**src/rtl/mem_access_pkg.sv**
```systemverilog
// Shared definitions for the mem_access load/store block:
// access size encodings, FSM state encoding and byte-lane masks.
package mem_access_pkg;

  typedef enum logic [1:0] {
    SZ_B = 2'd0,
    SZ_H = 2'd1,
    SZ_W = 2'd2,
    SZ_D = 2'd3
  } size_e;

  typedef enum logic [1:0] {
    ST_IDLE  = 2'd0,
    ST_ISSUE = 2'd1,
    ST_WAIT  = 2'd2,
    ST_RESP  = 2'd3
  } state_e;

  localparam logic [7:0] MASK_B = 8'h01;
  localparam logic [7:0] MASK_H = 8'h03;
  localparam logic [7:0] MASK_W = 8'h0F;
  localparam logic [7:0] MASK_D = 8'hFF;

  // Byte-enable pattern of an access of the given size at lane 0.
  function automatic logic [7:0] size_mask(input logic [1:0] size);
    case (size)
      SZ_B:    return MASK_B;
      SZ_H:    return MASK_H;
      SZ_W:    return MASK_W;
      default: return MASK_D;
    endcase
  endfunction

  // Address bits that must be zero for a naturally aligned access.
  function automatic logic [2:0] size_low_bits(input logic [1:0] size);
    case (size)
      SZ_B:    return 3'b000;
      SZ_H:    return 3'b001;
      SZ_W:    return 3'b011;
      default: return 3'b111;
    endcase
  endfunction

endpackage

```
**src/rtl/mem_access_lane_align.sv**
```systemverilog
// mem_lane_align: purely combinational byte-lane steering.
// Store side: byte enables and left-shifted write data for a byte offset.
// Load side: right-shift read data to lane 0, truncate to size, extend.
module mem_lane_align (
  input  logic [1:0]  size,
  input  logic        sgn,
  input  logic [2:0]  offset,
  input  logic [63:0] wdata,
  input  logic [63:0] rdata,
  output logic [7:0]  be,
  output logic [63:0] wdata_sh,
  output logic [63:0] rdata_ext
);
  import mem_access_pkg::*;

  logic [63:0] rdata_sh;

  // Lane shifting in both directions plus load truncation/extension.
  always_comb begin
    be        = size_mask(size) << offset;
    wdata_sh  = wdata << {offset, 3'b000};
    rdata_sh  = rdata >> {offset, 3'b000};
    rdata_ext = rdata_sh;
    case (size)
      SZ_B:    rdata_ext = sgn ? {{56{rdata_sh[7]}},  rdata_sh[7:0]}  : {56'd0, rdata_sh[7:0]};
      SZ_H:    rdata_ext = sgn ? {{48{rdata_sh[15]}}, rdata_sh[15:0]} : {48'd0, rdata_sh[15:0]};
      SZ_W:    rdata_ext = sgn ? {{32{rdata_sh[31]}}, rdata_sh[31:0]} : {32'd0, rdata_sh[31:0]};
      default: rdata_ext = rdata_sh;
    endcase
  end

endmodule

```
**src/rtl/mem_access.sv**
```systemverilog
// mem_access: single-outstanding load/store unit between a core request
// port and a 64-bit synchronous SRAM (read data one cycle after mem_en).
// All outputs are registered. Optional feature macro:
//   MEM_ACCESS_ALIGN_CHECK_EN - misaligned accesses return resp_err=1
//   without touching memory; when undefined, low address bits are cleared
//   to natural alignment and resp_err is always 0.
module mem_access (
  input  logic        clk,
  input  logic        rst_n,
  input  logic        req_valid,
  output logic        req_ready,
  input  logic        req_we,
  input  logic [1:0]  req_size,
  input  logic        req_signed,
  input  logic [63:0] req_addr,
  input  logic [63:0] req_wdata,
  output logic        resp_valid,
  input  logic        resp_ready,
  output logic [63:0] resp_rdata,
  output logic        resp_err,
  output logic        mem_en,
  output logic [7:0]  mem_we,
  output logic [63:0] mem_addr,
  output logic [63:0] mem_wdata,
  input  logic [63:0] mem_rdata
);
  import mem_access_pkg::*;

  state_e      state_q, state_d;
  logic        we_q, we_d;
  logic [1:0]  size_q, size_d;
  logic        sgn_q, sgn_d;
  logic [2:0]  off_q, off_d;

  logic        req_ready_q, req_ready_d;
  logic        resp_valid_q, resp_valid_d;
  logic [63:0] resp_rdata_q, resp_rdata_d;
  logic        resp_err_q, resp_err_d;
  logic        mem_en_q, mem_en_d;
  logic [7:0]  mem_we_q, mem_we_d;
  logic [63:0] mem_addr_q, mem_addr_d;
  logic [63:0] mem_wdata_q, mem_wdata_d;

  logic [63:0] req_addr_al;
  logic        req_misaligned;
  logic [1:0]  lane_size;
  logic        lane_sgn;
  logic [2:0]  lane_off;
  logic [7:0]  lane_be;
  logic [63:0] lane_wdata;
  logic [63:0] lane_rdata;

  // Aligned view of the incoming address; only differs when misaligned.
  assign req_addr_al = {req_addr[63:3], req_addr[2:0] & ~size_low_bits(req_size)};

`ifdef MEM_ACCESS_ALIGN_CHECK_EN
  assign req_misaligned = |(req_addr[2:0] & size_low_bits(req_size));
`else
  assign req_misaligned = 1'b0;
`endif

  // The lane unit serves the incoming store in IDLE and the latched load in WAIT.
  always_comb begin
    lane_size = size_q;
    lane_sgn  = sgn_q;
    lane_off  = off_q;
    if (state_q == ST_IDLE) begin
      lane_size = req_size;
      lane_sgn  = req_signed;
      lane_off  = req_addr_al[2:0];
    end
  end

  mem_lane_align u_lane (
    .size      (lane_size),
    .sgn       (lane_sgn),
    .offset    (lane_off),
    .wdata     (req_wdata),
    .rdata     (mem_rdata),
    .be        (lane_be),
    .wdata_sh  (lane_wdata),
    .rdata_ext (lane_rdata)
  );

  // Next-state and registered-output logic; memory strobes default to idle.
  always_comb begin
    state_d      = state_q;
    we_d         = we_q;
    size_d       = size_q;
    sgn_d        = sgn_q;
    off_d        = off_q;
    req_ready_d  = req_ready_q;
    resp_valid_d = resp_valid_q;
    resp_rdata_d = resp_rdata_q;
    resp_err_d   = resp_err_q;
    mem_en_d     = 1'b0;
    mem_we_d     = 8'h00;
    mem_wdata_d  = 64'd0;
    mem_addr_d   = mem_addr_q;
    case (state_q)
      ST_IDLE: begin
        req_ready_d = 1'b1;
        if (req_valid && req_ready_q) begin
          we_d        = req_we;
          size_d      = req_size;
          sgn_d       = req_signed;
          off_d       = req_addr_al[2:0];
          mem_addr_d  = {req_addr_al[63:3], 3'b000};
          req_ready_d = 1'b0;
          if (req_misaligned) begin
            state_d      = ST_RESP;
            resp_valid_d = 1'b1;
            resp_err_d   = 1'b1;
            resp_rdata_d = 64'd0;
          end else begin
            state_d     = ST_ISSUE;
            mem_en_d    = 1'b1;
            mem_we_d    = req_we ? lane_be : 8'h00;
            mem_wdata_d = req_we ? lane_wdata : 64'd0;
          end
        end
      end
      ST_ISSUE: begin
        if (we_q) begin
          state_d      = ST_RESP;
          resp_valid_d = 1'b1;
          resp_err_d   = 1'b0;
          resp_rdata_d = 64'd0;
        end else begin
          state_d = ST_WAIT;
        end
      end
      ST_WAIT: begin
        state_d      = ST_RESP;
        resp_valid_d = 1'b1;
        resp_err_d   = 1'b0;
        resp_rdata_d = lane_rdata;
      end
      ST_RESP: begin
        if (resp_ready) begin
          state_d      = ST_IDLE;
          resp_valid_d = 1'b0;
          resp_err_d   = 1'b0;
          resp_rdata_d = 64'd0;
          req_ready_d  = 1'b1;
        end
      end
      default: state_d = ST_IDLE;
    endcase
  end

  // State and output registers; reset abandons any transaction in flight.
  always_ff @(posedge clk) begin
    if (!rst_n) begin
      state_q      <= ST_IDLE;
      we_q         <= 1'b0;
      size_q       <= 2'd0;
      sgn_q        <= 1'b0;
      off_q        <= 3'd0;
      req_ready_q  <= 1'b1;
      resp_valid_q <= 1'b0;
      resp_rdata_q <= 64'd0;
      resp_err_q   <= 1'b0;
      mem_en_q     <= 1'b0;
      mem_we_q     <= 8'h00;
      mem_addr_q   <= 64'd0;
      mem_wdata_q  <= 64'd0;
    end else begin
      state_q      <= state_d;
      we_q         <= we_d;
      size_q       <= size_d;
      sgn_q        <= sgn_d;
      off_q        <= off_d;
      req_ready_q  <= req_ready_d;
      resp_valid_q <= resp_valid_d;
      resp_rdata_q <= resp_rdata_d;
      resp_err_q   <= resp_err_d;
      mem_en_q     <= mem_en_d;
      mem_we_q     <= mem_we_d;
      mem_addr_q   <= mem_addr_d;
      mem_wdata_q  <= mem_wdata_d;
    end
  end

  assign req_ready  = req_ready_q;
  assign resp_valid = resp_valid_q;
  assign resp_rdata = resp_rdata_q;
  assign resp_err   = resp_err_q;
  assign mem_en     = mem_en_q;
  assign mem_we     = mem_we_q;
  assign mem_addr   = mem_addr_q;
  assign mem_wdata  = mem_wdata_q;

endmodule
```
**config.mk**
```make
export PLATFORM = sky130hd
export DESIGN_NAME = mem_access
export DESIGN_NICKNAME = d
export VERILOG_FILES = /design/src/rtl/mem_access_pkg.sv /design/src/rtl/mem_access_lane_align.sv /design/src/rtl/mem_access.sv
export SDC_FILE = /design/constraint.sdc
export NUM_CORES = 1
export LEC_CHECK = 0
export CORE_AREA = 2 2 168 170
export DETAILED_ROUTE_END_ITERATION = 8
export DIE_AREA = 0 0 170 172
export HOLD_SLACK_MARGIN = 0.05
export PLACE_DENSITY = 0.73
export SETUP_SLACK_MARGIN = 0.5
export SYNTH_ARGS = -nofsm -noshare
export SYNTH_HDL_FRONTEND = slang
export SYNTH_SLANG_ARGS = --single-unit
```
**constraint.sdc**
```tcl
create_clock -name clk -period 3.2 [get_ports clk]
set_input_delay 0.32 -clock clk [delete_from_list [all_inputs] [get_ports clk]]
set_output_delay 0.32 -clock clk [all_outputs]
set_load 0.02 [all_outputs]
```
; ---- Yosys cells after proc, flatten, opt, wreduce, memory -nomap -nowiden
; Cells that the tools add are included.
; Widths: inputs -> output; s select.
[word_totals]
register_bits = 210
input_bits = 200
out_inout_bits = 204
wordCells = 65
[classes]
eq_ne = 10
shift = 3
mux = 25
n_bitwise = 3
reduce_logical = 11
[ops]
columns = op, n
row1 = $pmux 64 s3, 2
row2 = $mux 64, 5
row3 = $shl 64x6->64, 1
row4 = $shr 64x6->64, 1
row5 = $pmux 8 s3, 1
row6 = $pmux 3 s3, 1
row7 = $eq 2x2->1 const B, 4
row8 = $mux 1, 8
row9 = $pmux 2 s4, 1
row10 = $reduce_and 2->1, 4
row11 = $shl 8x3->8, 1
row12 = $eq 2x1->1 const B, 3
row13 = $logic_not 2->1, 3
row14 = $mux 2, 3
row15 = $pmux 1 s3, 2
row16 = $ne 2x2->1 const B, 2
row17 = $reduce_and 4->1, 1
row18 = $and 3x3->3, 1
row19 = $mux 3, 1
row20 = $not 3->3, 1
row21 = $reduce_and 3->1, 1
row22 = $ne 2x1->1 const B, 1
row23 = $pmux 1 s2, 1
row24 = $reduce_bool 2->1, 1
row25 = other kinds (2), 2

; ---- Logic depth before layout (Yosys ltp)
; Gate-level depths: netlist of the first run.
[depth]
word_depth = 9
depth_mapped = 12
mapped_depth_nobuf = 8

; ---- Modules after synthesis
; From an unflattened synthesis of the first run, not the netlist that was laid out.
[unflattened]
cells_unflattened = 1368
hier_area_um2 = 11736.3
[by_module_without_submodules]
columns = mod, instances, cells_each, area_each_um2
row1 = mem_access, 1, 777, 7277.0
row2 = mem_lane_align, 1, 591, 4459.3

; ---- Worst setup path after synthesis of the first run
; Ideal clock, no wire load.
[synth_timing]
path_type = reg2reg
from = register state_q[0]
to = register resp_rdata_q[11] (netlist: resp_rdata[11])
setup_ns = 0.120
arrival_time_ns = 2.437
required_time_ns = 3.080
setup_slack_ns = 0.643
path_stages_with_launch = 12
n_path_buf = 3
path_cell_list = dfxtp_1 > inv_1 > ha_1 > buf_6 > and4bb_4 > nor2_2 > buf_4 > buf_2 > mux2i_1 > nand2_1 > a32o_1 > a211o_1
[synth_between]
elab_chain_len = 6
word_cells_on_any_way = 20
[synth_lines]
columns = element, line_no
row1 = from (decl), mem_access.sv:29  ; state_e state_q, state_d;
row2 = from (signal assigned), mem_access.sv:169  ; state_q <= state_d;
row3 = $logic_not 2->1, "mem_access.sv:67, mem_access.sv:100"
row4 = $mux 3, mem_access.sv:67  ; if (state_q == ST_IDLE) begin
row5 = $shr 64x6->64, mem_access_lane_align.sv:22  ; rdata_sh = rdata >> {offset, 3'b000};
row6 = "$mux 64, on equally long branches", "mem_access_lane_align.sv:27, mem_access_lane_align.sv:25, mem_access_lane_align.sv:26"
row7 = $pmux 64 s3, mem_access_lane_align.sv:24  ; case (size)
row8 = $pmux 64 s3, mem_access.sv:100  ; case (state_q)
row9 = to (signal assigned), mem_access.sv:176  ; resp_rdata_q <= resp_rdata_d;
row10 = to (decl), mem_access.sv:37  ; logic [63:0] resp_rdata_q, resp_rdata_d;
; Several ways; a longest one is shown, not always the timed one.
; A chain may end at the register's enable or synchronous reset.

; ---- Final worst setup path of the first run
[layout_timing]
from = register state_q[0]
to = register resp_rdata_q[10] (netlist: resp_rdata[10])
; Same word-level chain as after synthesis.

==> impl_metrics.tcl, run 1 <==
set metrics [dict create \
    nets 1826 \
    grt_pass1_wl_um 64000 \
    synth_area_um2 10900 \
    cp_cell_sequence "inv_1 > ha_4 > and4bb_4 > nor2_4 > buf_4 > clkbuf_16 > bufbuf_16 > nand2_1 > nand3_1 > a32o_1 > a211o_1" \
    power_mw 11.3 \
    hold_viol_final 0 \
    num_vias 11500 \
    layout_common_cells "clkdlybuf4s50_1, nand2_1, dfxtp_1, a21oi_1, nor2_1" \
    fin_worst_skew_ps 10.5 \
    clockBufferDepth 3 \
    use_met1_pct 35.6 \
    worstMarginPinSlew_ps 762 \
    detail-route-antenna-nets 0 \
    clk_pin_slew_ps 60 \
    yosysTopAreaCellShare_pct 38.5 \
    outcome "finished clean" \
    final_util_pct 59.6 \
    final_cells 1984 \
    rows 61 \
    yosysWarnings 0 \
    antenna_found_initial 0 \
    internal-power_mw 6.96 \
    power_density_nw_per_um2 692 \
    synth_area_leaders "dfxtp_1, mux4_2, a21oi_1, nand2_1, mux2i_1" \
    clockPowerShare_pct 26.4 \
    p_sw_mw 4.38 \
    drtIter0Drc 1281 \
    fp.coreArea_um2 27500 \
    rsz0062_at_grt "true" \
    die_w_um 170 \
    top_usage_layer "met2" \
    start_kind "register" \
    syn_avg_cell_area_um2 8.71 \
    peakVddDrop_uv 622 \
    fin_tns_setup_ps 0 \
    synth_top_flop_cell "dfxtp_1" \
    fmax_ghz 0.386 \
    setup_viol_count_final 0 \
    seq_power_share_pct 27.4 \
    grt_max_degree 73 \
    met3_usage_pct 6.84 \
    timing.final.crit_share_pct 80.9 \
    gp_congestion 0.933 \
    hold_class "in -> reg" \
    drc 0 \
    synth-edff-count 0 \
    fill_cells 2352 \
    synth_seq_cells 209 \
    dieArea_um2 29200 \
    insertion_delay_ps 530 \
    top_level_ports 404 \
    period_needed_ps 2590 \
    die_h_um 172 \
    firstDrtPassIters 8 \
    crit_required_ps 3610 \
    maxCapViolations 0 \
    holdBufCountCts 0 \
    critPathKind "reg -> reg" \
    dpl_worst_slack_ps 177 \
    timing.final.ws_setup_ps 611 \
    grt-ovfl-total 0 \
    grt_pass1_vias 11200 \
    clkSinkCount 209 \
    port_buffers 399 \
    critPathMaxFanout 14 \
    dpl.cell_count 1933 \
    p_comb_share_pct 46.3 \
    grtUsageMet2_pct 45.5 \
    hpwl_um 30100 \
    start_util_pct 39.5 \
    synth.distinct_cells 61 \
    mostFrequentLayoutCell "clkdlybuf4s50_1" \
    slowest_delay_ps 340 \
    wirelength_um 42800 \
    syn_to_final_growth_pct 50.9 \
    grt_usage_pct 27.9 \
    cts_root_buf "clkbuf_16" \
    switching_share_pct 38.6 \
    routedWlPerCell_um 21.6 \
    leakage_nw 6.16 \
    cp-end-kind "register" \
    cp.arrival_ps 3000 \
    syn_inst 1246 \
    synth-async-reset-ratio_pct 0 \
    cts_tree "built" \
    insertedDiodeCount 0 \
    vias_per_cell 5.80 \
    yosysTopAreaCell "dfxtp_1" \
    htree_levels 1 \
    slew_headroom_pct 49.2 \
    slowest_stage "a32o_1" \
    slew_viol_final 0 \
    ys_seq_area_share_pct 38.5 \
    cts_inserted_buffers 25 \
    layout-drive-gt1-share_pct 13.3 \
]
[power by group through the flow]
stage	Sequential [mW]	Clock, mW	Combinational [mW]
floorplan	3.49	0	2.74
global placement	3.14	0	4.96
detailed placement	3.15	0	5.01
CTS	3.10	3.03	5.12
global route	3.13	3.12	5.60
finish	3.10	2.99	5.25
[sequential cells by signal, indices dropped and copies added (netlist names), 2 cells and up]
name,flops
resp_rdata,64
mem_wdata,64
mem_we,8
mem_addr,61
size_q,2
off_q,3
state_q,2
[critical path: cells and delay by family (launching register included)]
kind | cells | cell delay [ps]
compound gates | 2 | 570
simple gates | 4 | 540
fa+ha+maj | 1 | 250
flops | 1 | 330
buf+inv | 4 | 790
[cells by family (layout without fill, tap and decap cells)]
family                     Yosys count  after routing  share of synthesized area (%)
muxes                               93             93                           14.4
DFF                                209            209                           38.5
adders and majority gates            5              5                          0.576
and+or+nand+nor                    432            432                           18.3
buffers and inverters              119            508                           5.15
other                                1              4                         0.0345
AOI/OAI and AO/OA                  387            387                           23.0
[layout make-up]
type | instances | area, µm² | area share [%]
clock inverter | 9 | 129 | 0.787
inverter | 5 | 18.8 | 0.115
clock buffer | 35 | 743 | 4.54
sequential | 209 | 4190 | 25.5
multi-input combinational | 921 | 6220 | 38.0
timing repair buffer | 459 | 4650 | 28.4
tap | 346 | 433 | 2.64
[synthesized netlist by cell type, drive strengths merged (2+ instances only)]
library cell  instances
a21o                  3
a21oi               187
a32o                  9
nand3                50
nor2                 65
mux4                 50
o221ai                7
and3                 21
nand4                 8
o31a                  2
nand2b                3
buf                  52
or2                   7
nor2b                 5
clkbuf               62
nor3                  7
ha                    5
nand2               226
o22ai                 2
a21boi                8
nor4b                 9
o21a                  2
o2bb2ai               8
a2bb2oi               8
nor4                  3
inv                   5
and2                 22
mux2                  2
a211o                 8
a31o                  8
mux2i                41
o21ai                56
a211oi               19
a22oi                23
a31oi                25
dfxtp               209
a22o                  6
[timing repair]
item                                    in CTS  in global routing
gates resized for setup                      5                 13
pin swaps                                    2                  2
endpoints found under the setup margin      99                 73
cloned                                       1                  1
buffers inserted                             3                  2
[metal layers]
metal,vias up,wire length (µm)
li1,5284,-
met1,5445,17200
met2,676,19500
met3,111,4390
met4,0,1780
met5,-,0
[path summary, 6_finish.rpt]
| check | start | to | slack, ps | cells after the start |
|---|---|---|---|---|
| hold / removal | req_addr[24] | mem_addr[24] | 340 | 3 |
| setup reg to reg | state_q[0] | resp_rdata[10] | 610 | 11 |
| hold reg to reg | resp_rdata[2] | resp_rdata[2] | 450 | 2 |
| setup / recovery | state_q[0] | resp_rdata[10] | 610 | 11 |
[per-stage QoR]
stage | area [µm²] | hold WS [ps]
after detailed placement | 15300 | 443
after global placement | 15300 | 436
after floorplan | 10900 | 427
final | 16400 | 341
after CTS | 16300 | 321
after global routing | 16400 | 333
(Power assumes the default switching activity.)
==> run 2: changes to the inputs <==
--- a/config.mk
+++ b/config.mk
@@ -9,7 +9,7 @@
 export DETAILED_ROUTE_END_ITERATION = 8
 export DIE_AREA = 0 0 170 172
 export HOLD_SLACK_MARGIN = 0.05
-export PLACE_DENSITY = 0.73
+export PLACE_DENSITY = 0.76
 export SETUP_SLACK_MARGIN = 0.5
 export SYNTH_ARGS = -nofsm -noshare
 export SYNTH_HDL_FRONTEND = slang
==> constraint.sdc (replaced) <==
create_clock -name clk -period 2.3 [get_ports clk]
set_input_delay 0.23 -clock clk [delete_from_list [all_inputs] [get_ports clk]]
set_output_delay 0.23 -clock clk [all_outputs]
set_load 0.02 [all_outputs]
==> run 2 against run 1 <==
Net effect:
- the run now ends with negative setup slack left
- final cell count grew 6.2%
- wire length is 8.4% higher
- final area rose by 11%
- largest power group unchanged
- first-iteration DRC count about the same
- clock skew grew 9.7 ps
- hold slack worse by 100 ps
- flip-flop and latch count unchanged
- critical path depth unchanged
- utilization is 6.8 points higher
==> impl_metrics.tcl, run 2 (synthesis gave the netlist of run 1 again) <==
set metrics [dict create \
    final_area_um2 18300 \
    rsz0062_at_grt "true" \
    drc 0 \
    fin_tns_setup_ps -3420 \
    top_level_ports 404 \
    wirelength_um 46400 \
    place_area_um2 16300 \
    mostFrequentLayoutCell "clkdlybuf4s50_1" \
    port_buffers 399 \
    min-delay-start "req_addr[61]" \
    cts_root_buf "clkbuf_16" \
    timing.final.ws_setup_ps -138 \
    slew_viol_final 0 \
    slowest_stage "dfxtp_2" \
    cp-end-kind "register" \
    crit_required_ps 2700 \
    drtIter0Drc 1282 \
    period_needed_ps 2440 \
    slowest_delay_ps 330 \
    clk_pin_slew_ps 60 \
    dpl_worst_slack_ps -546 \
    hpwl_um 32100 \
    whs_endpoint "mem_addr[61]" \
    firstDrtPassIters 7 \
    power_density_nw_per_um2 979 \
    rows 61 \
    grt-ovfl-total 0 \
    insertion_delay_ps 540 \
    violations "negative setup slack" \
    outcome "finished with violations" \
    fin_worst_skew_ps 20.2 \
    gp_congestion 0.961 \
    layout_common_cells "clkdlybuf4s50_1, nand2_1, dfxtp_1, a21oi_1, buf_4" \
    clkSinkCount 209 \
    grt_usage_pct 29.9 \
    power_mw 17.9 \
    reg2reg_to "resp_rdata[31]" \
    syn_to_final_growth_pct 68.2 \
    maxCapViolations 0 \
    reg2reg_from "state_q[1]" \
    start_util_pct 39.5 \
    num_vias 12300 \
    worstMarginPinSlew_ps 607 \
    clockBufferDepth 3 \
    detail-route-antenna-nets 0 \
    cp_cell_sequence "inv_2 > ha_4 > and3b_2 > o21ai_1 > and3_4 > nor3_2 > buf_4 > o31ai_4 > buf_6 > buf_12 > o211ai_1" \
    peakVddDrop_uv 788 \
    die_w_um 170 \
    leakage_nw 7.06 \
    vias_per_cell 5.82 \
    holdPathStages 3 \
    antenna_found_initial 1 \
    fmax_ghz 0.410 \
    final_util_pct 66.4 \
    fp.coreArea_um2 27500 \
    routedWlPerCell_um 22.0 \
    die_h_um 172 \
    critPathMaxFanout 8 \
    setup_viol_count_final 48 \
    hold_viol_final 0 \
    critPathKind "reg -> reg" \
    reg2reg_depth 11 \
    htree_levels 1 \
    hold_class "in -> reg" \
    nets 1946 \
    grt_max_degree 65 \
    grt_pass1_vias 12100 \
    start_kind "register" \
    cts_inserted_buffers 24 \
    slew_headroom_pct 59.1 \
    grt_pass1_wl_um 67800 \
    layout-drive-gt1-share_pct 24.0 \
    cp.arrival_ps 2840 \
    dieArea_um2 29200 \
    r2r_slack_ps -140 \
    timing.final.crit_share_pct 106 \
    cts_tree "built" \
]
-- run 2: routing by layer --
metal	up-vias	part of all wire, %	track usage [%]
met5	-	0	0
met4	0	4.4	14.3
met3	162	10	8.22
met2	725	47	48.9
met1	5853	39	36.7
li1	5532	-	-
-- run 2: layout make-up --
type	instances	area (µm²)
inverters	5	18.8
diodes	2	5.00
repair buffers	580	5970
well taps	346	433
clock buffers	32	692
fillers	2133	9230
multi-input cells	921	6760
flip-flops and latches	209	4190
clock inverters	12	188
-- run 2: report_power, final --
group	leakage (nW)	switching (mW)	total, mW	internal [mW]
clock network	0.435	1.64	4.31	2.67
registers	1.70	0.242	4.32	4.08
logic	4.93	5.01	9.25	4.24
total	7.06	6.90	17.9	11.0
-- run 2: per-stage QoR --
stage | std cells | hold WS, ps
floorplan | 1249 | 356
global placement | 2040 | 436
detailed placement | 2040 | 445
CTS | 2096 | 224
global route | 2106 | 249
finish | 2107 | 237
-- run 2: worst max-delay path, delay by kind of cell, from the launching register on --
kind / cells / cell delay (ps)
simple gates: 3 / 560
compound gates: 3 / 660
fa+ha+maj: 1 / 190
flops: 1 / 330
buf+inv: 4 / 550
-- run 2: worst max path at each step --
stage,from,endpoint,slack (ps)
final,state_q[1],resp_rdata[31],-140
after global routing,state_q[1],resp_rdata[31],-180
after CTS,state_q[1],resp_rdata[34],-7
after detailed placement,req_size[0],mem_wdata[32],-550
after global placement,req_size[0],mem_wdata[35],-390
after floorplan,state_q[1],resp_rdata[39],80
-- run 2: what timing repair did --
item                                    in CTS  in global routing
pin swaps                                    9                  8
gates resized for setup                     88                108
gates cloned                                 3                  3
hold buffers                                 0                  0
buffers inserted                             9                  6
endpoints found under the setup margin     197                227
==> RTL change, RTL diff (settings of run 1) <==
The option `MEM_ACCESS_ALIGN_CHECK_EN` is turned on by a define.
--- a/src/rtl/mem_access.sv
+++ b/src/rtl/mem_access.sv
@@ -4,6 +4,8 @@
 //   MEM_ACCESS_ALIGN_CHECK_EN - misaligned accesses return resp_err=1
 //   without touching memory; when undefined, low address bits are cleared
 //   to natural alignment and resp_err is always 0.
+`define MEM_ACCESS_ALIGN_CHECK_EN
+
 module mem_access (
   input  logic        clk,
   input  logic        rst_n,
Function: changed (Yosys sat finds a counterexample within 4 cycles, from zero or initial values and one cycle with rst_n low).
==> RTL change against run 1 <==
Power shrank 5.9%; via count grew 8.3%; sequential share of layout area is essentially flat; first-iteration DRC count shrank 3.7%; setup slack lost 84 ps; area after synthesis grew 4.8%; routed wire length grew 11%; worst hold slack gained 4.1 ps; sequential cell count grew 1; critical path depth is the same; utilization grew 0.41 points; die area is the same; cell area grew 0.68%.
==> RTL change: results (changes against run 1) <==
Status
  • Outcome: finished, final reports clean

Synth
  • Top cells by count, synth: 313 x nand2_1, 210 x dfxtp_1, 88 x nand3_1, 71 x a21oi_1, 70 x a21boi_0
  • Post-synth cell types: 80 (+31%)
  • Top FF cell, synth: dfxtp_1
  • Synth area leaders: dfxtp_1 37%, nand2_1 10%, a21boi_0 4.6%
  • Share of the yosys chip area belonging to registers: 36.96% (-1.6 points)
  • Mean Syn Cell Area: 8.051 um2 (-7.6%)
  • Post-synth EDFFs: 0 (unchanged)
  • Async set-reset flop share out of synthesis: 0% (unchanged)

Critical path
  • Crit path max-delay family: simple AND/OR/NAND/NOR gates
  • Crit path max fanout: 24 (+10)
  • Critical Path Max Stage Delay: 370 ps (+30 ps)
  • CP Data Arrival Time: 3070 ps (+70 ps)
  • Crit-path slowest cell: dfxtp_2

CTS
  • Clock Tree Root: clkbuf_16
  • TritonCTS Buffers: 24 (-4.0%)
  • Clk pin slew, worst setup/hold paths: 60 ps (about the same)
  • Clock Path Buffers: 3 (unchanged)
  • Clock insertion delay at the later pin of the skew report: 540 ps
  • H-tree depth: 1 (unchanged)

Global route
  • Largest net degree at the start of global routing: 78 (+6.8%)
  • Vias in the first global route: 11710 (+4.4%)
  • First-pass GRT wire length: 70340 um (+9.8%)
  • Gr usage total: 31.06% (+3.1 points)
  • Initial antenna violation count: 1 (+1)

Drt
  • DRT Pass-1 Iters: 6 (-2)
  • Routed len/inst: 22.33 um (+3.5%)
  • Via-to-Cell Ratio: 5.864 (+1.0%)
  • Number of remaining DRC errors: 0 (unchanged)
  • Post-route ant nets: 0 (unchanged)
  • Final WL: 47490 um (+11%)
  • DRT iter0 DRCs: 1233 (-3.7%)

Placement
  • Port buffer count: 400 (+0.25%)
  • Placement Setup Slack: 77.30 ps (-99.37 ps)
  • Post-Place Cells: 2080 (+7.6%)
  • Placed inst area: 0.01561 mm2 (+1.8%)
  • GP Congestion: 0.9531 (+2.2%)
  • Post-DP HPWL: 34410 um (+14%)

Power
  • Total Power: 10.68 mW (-5.9%)
  • Clk pwr share: 26.0% (-0.4 points)
  • Sw Share: 39.67% (+1.0 points)
  • Worst vdd ir: 0.4660 mV (-25%)
  • LEAKAGE: 6.251 nW (+1.6%)
  • Combinational fraction of design power: 45.0% (-1.3 points)

Finish
  • Share of post-route cells with drive strength above 1: 8.876% (-4.4 points)
  • Nets: 1969 (+7.8%)

Timing
  • Final Skew: 19.12 ps (+8.596 ps)
  • Least-Margin Pin Slew: 692.3 ps (-69.20 ps)

Worst hold path
  • Worst Hold Class: input pin to flop
RTL change: worst paths after layout:
check | from | slack [ps] | depth (start not counted) | end
worst max register to register | state_q[0]$_SDFFE_PN0P_ | 530 | 11 | resp_rdata[51]$_SDFFE_PN0P_
worst min-delay path | req_addr[34] | 350 | 3 | mem_addr[34]$_SDFFE_PN0P_
worst max-delay path | state_q[0]$_SDFFE_PN0P_ | 530 | 11 | resp_rdata[51]$_SDFFE_PN0P_
worst min register to register | resp_rdata[3]$_SDFFE_PN0P_ | 450 | 2 | resp_rdata[3]$_SDFFE_PN0P_
RTL change: repair_timing:
| action | CTS | global route |
|---|---|---|
| setup endpoints to repair | 135 | 75 |
| buffers inserted | 2 | 1 |
| resized for setup | 5 | 7 |
| cloned | 0 | 1 |
| pin swaps | 2 | 2 |
| hold endpoints to repair | 0 | 0 |
RTL change: cell families (layout without fill, tap and decap cells):
group                      after synthesis  count (layout)  share of synthesized area, %
DFF                                    210             210                         36.96
muxes                                   64              64                         6.324
and+or+nand+nor                        556             556                         22.66
other                                    1               4                       0.03296
AOI/OAI and AO/OA                      428             428                         26.28
adders and majority gates                5               5                        0.5499
buffers and inverters                  148             513                         7.127
xor gates and xnor gates                 1               1                       0.07700
RTL change: final cells by class:
type / count / area, um2
antenna: 1 / 2.502
clock inverter: 8 / 107.6
clock buffer: 34 / 678.2
tap: 346 / 432.9
timing repair buffer: 458 / 4601
multi-input combinational: 1057 / 6417
inverter: 13 / 48.80
fill: 2434 / 10980
sequential: 210 / 4207
RTL change: per-layer routing:
layer	global-route usage, %	share of wire, %
met3	6.821	9.7
met4	12.26	4.3
met1	40.03	40
met2	50.79	46
met5	0	0
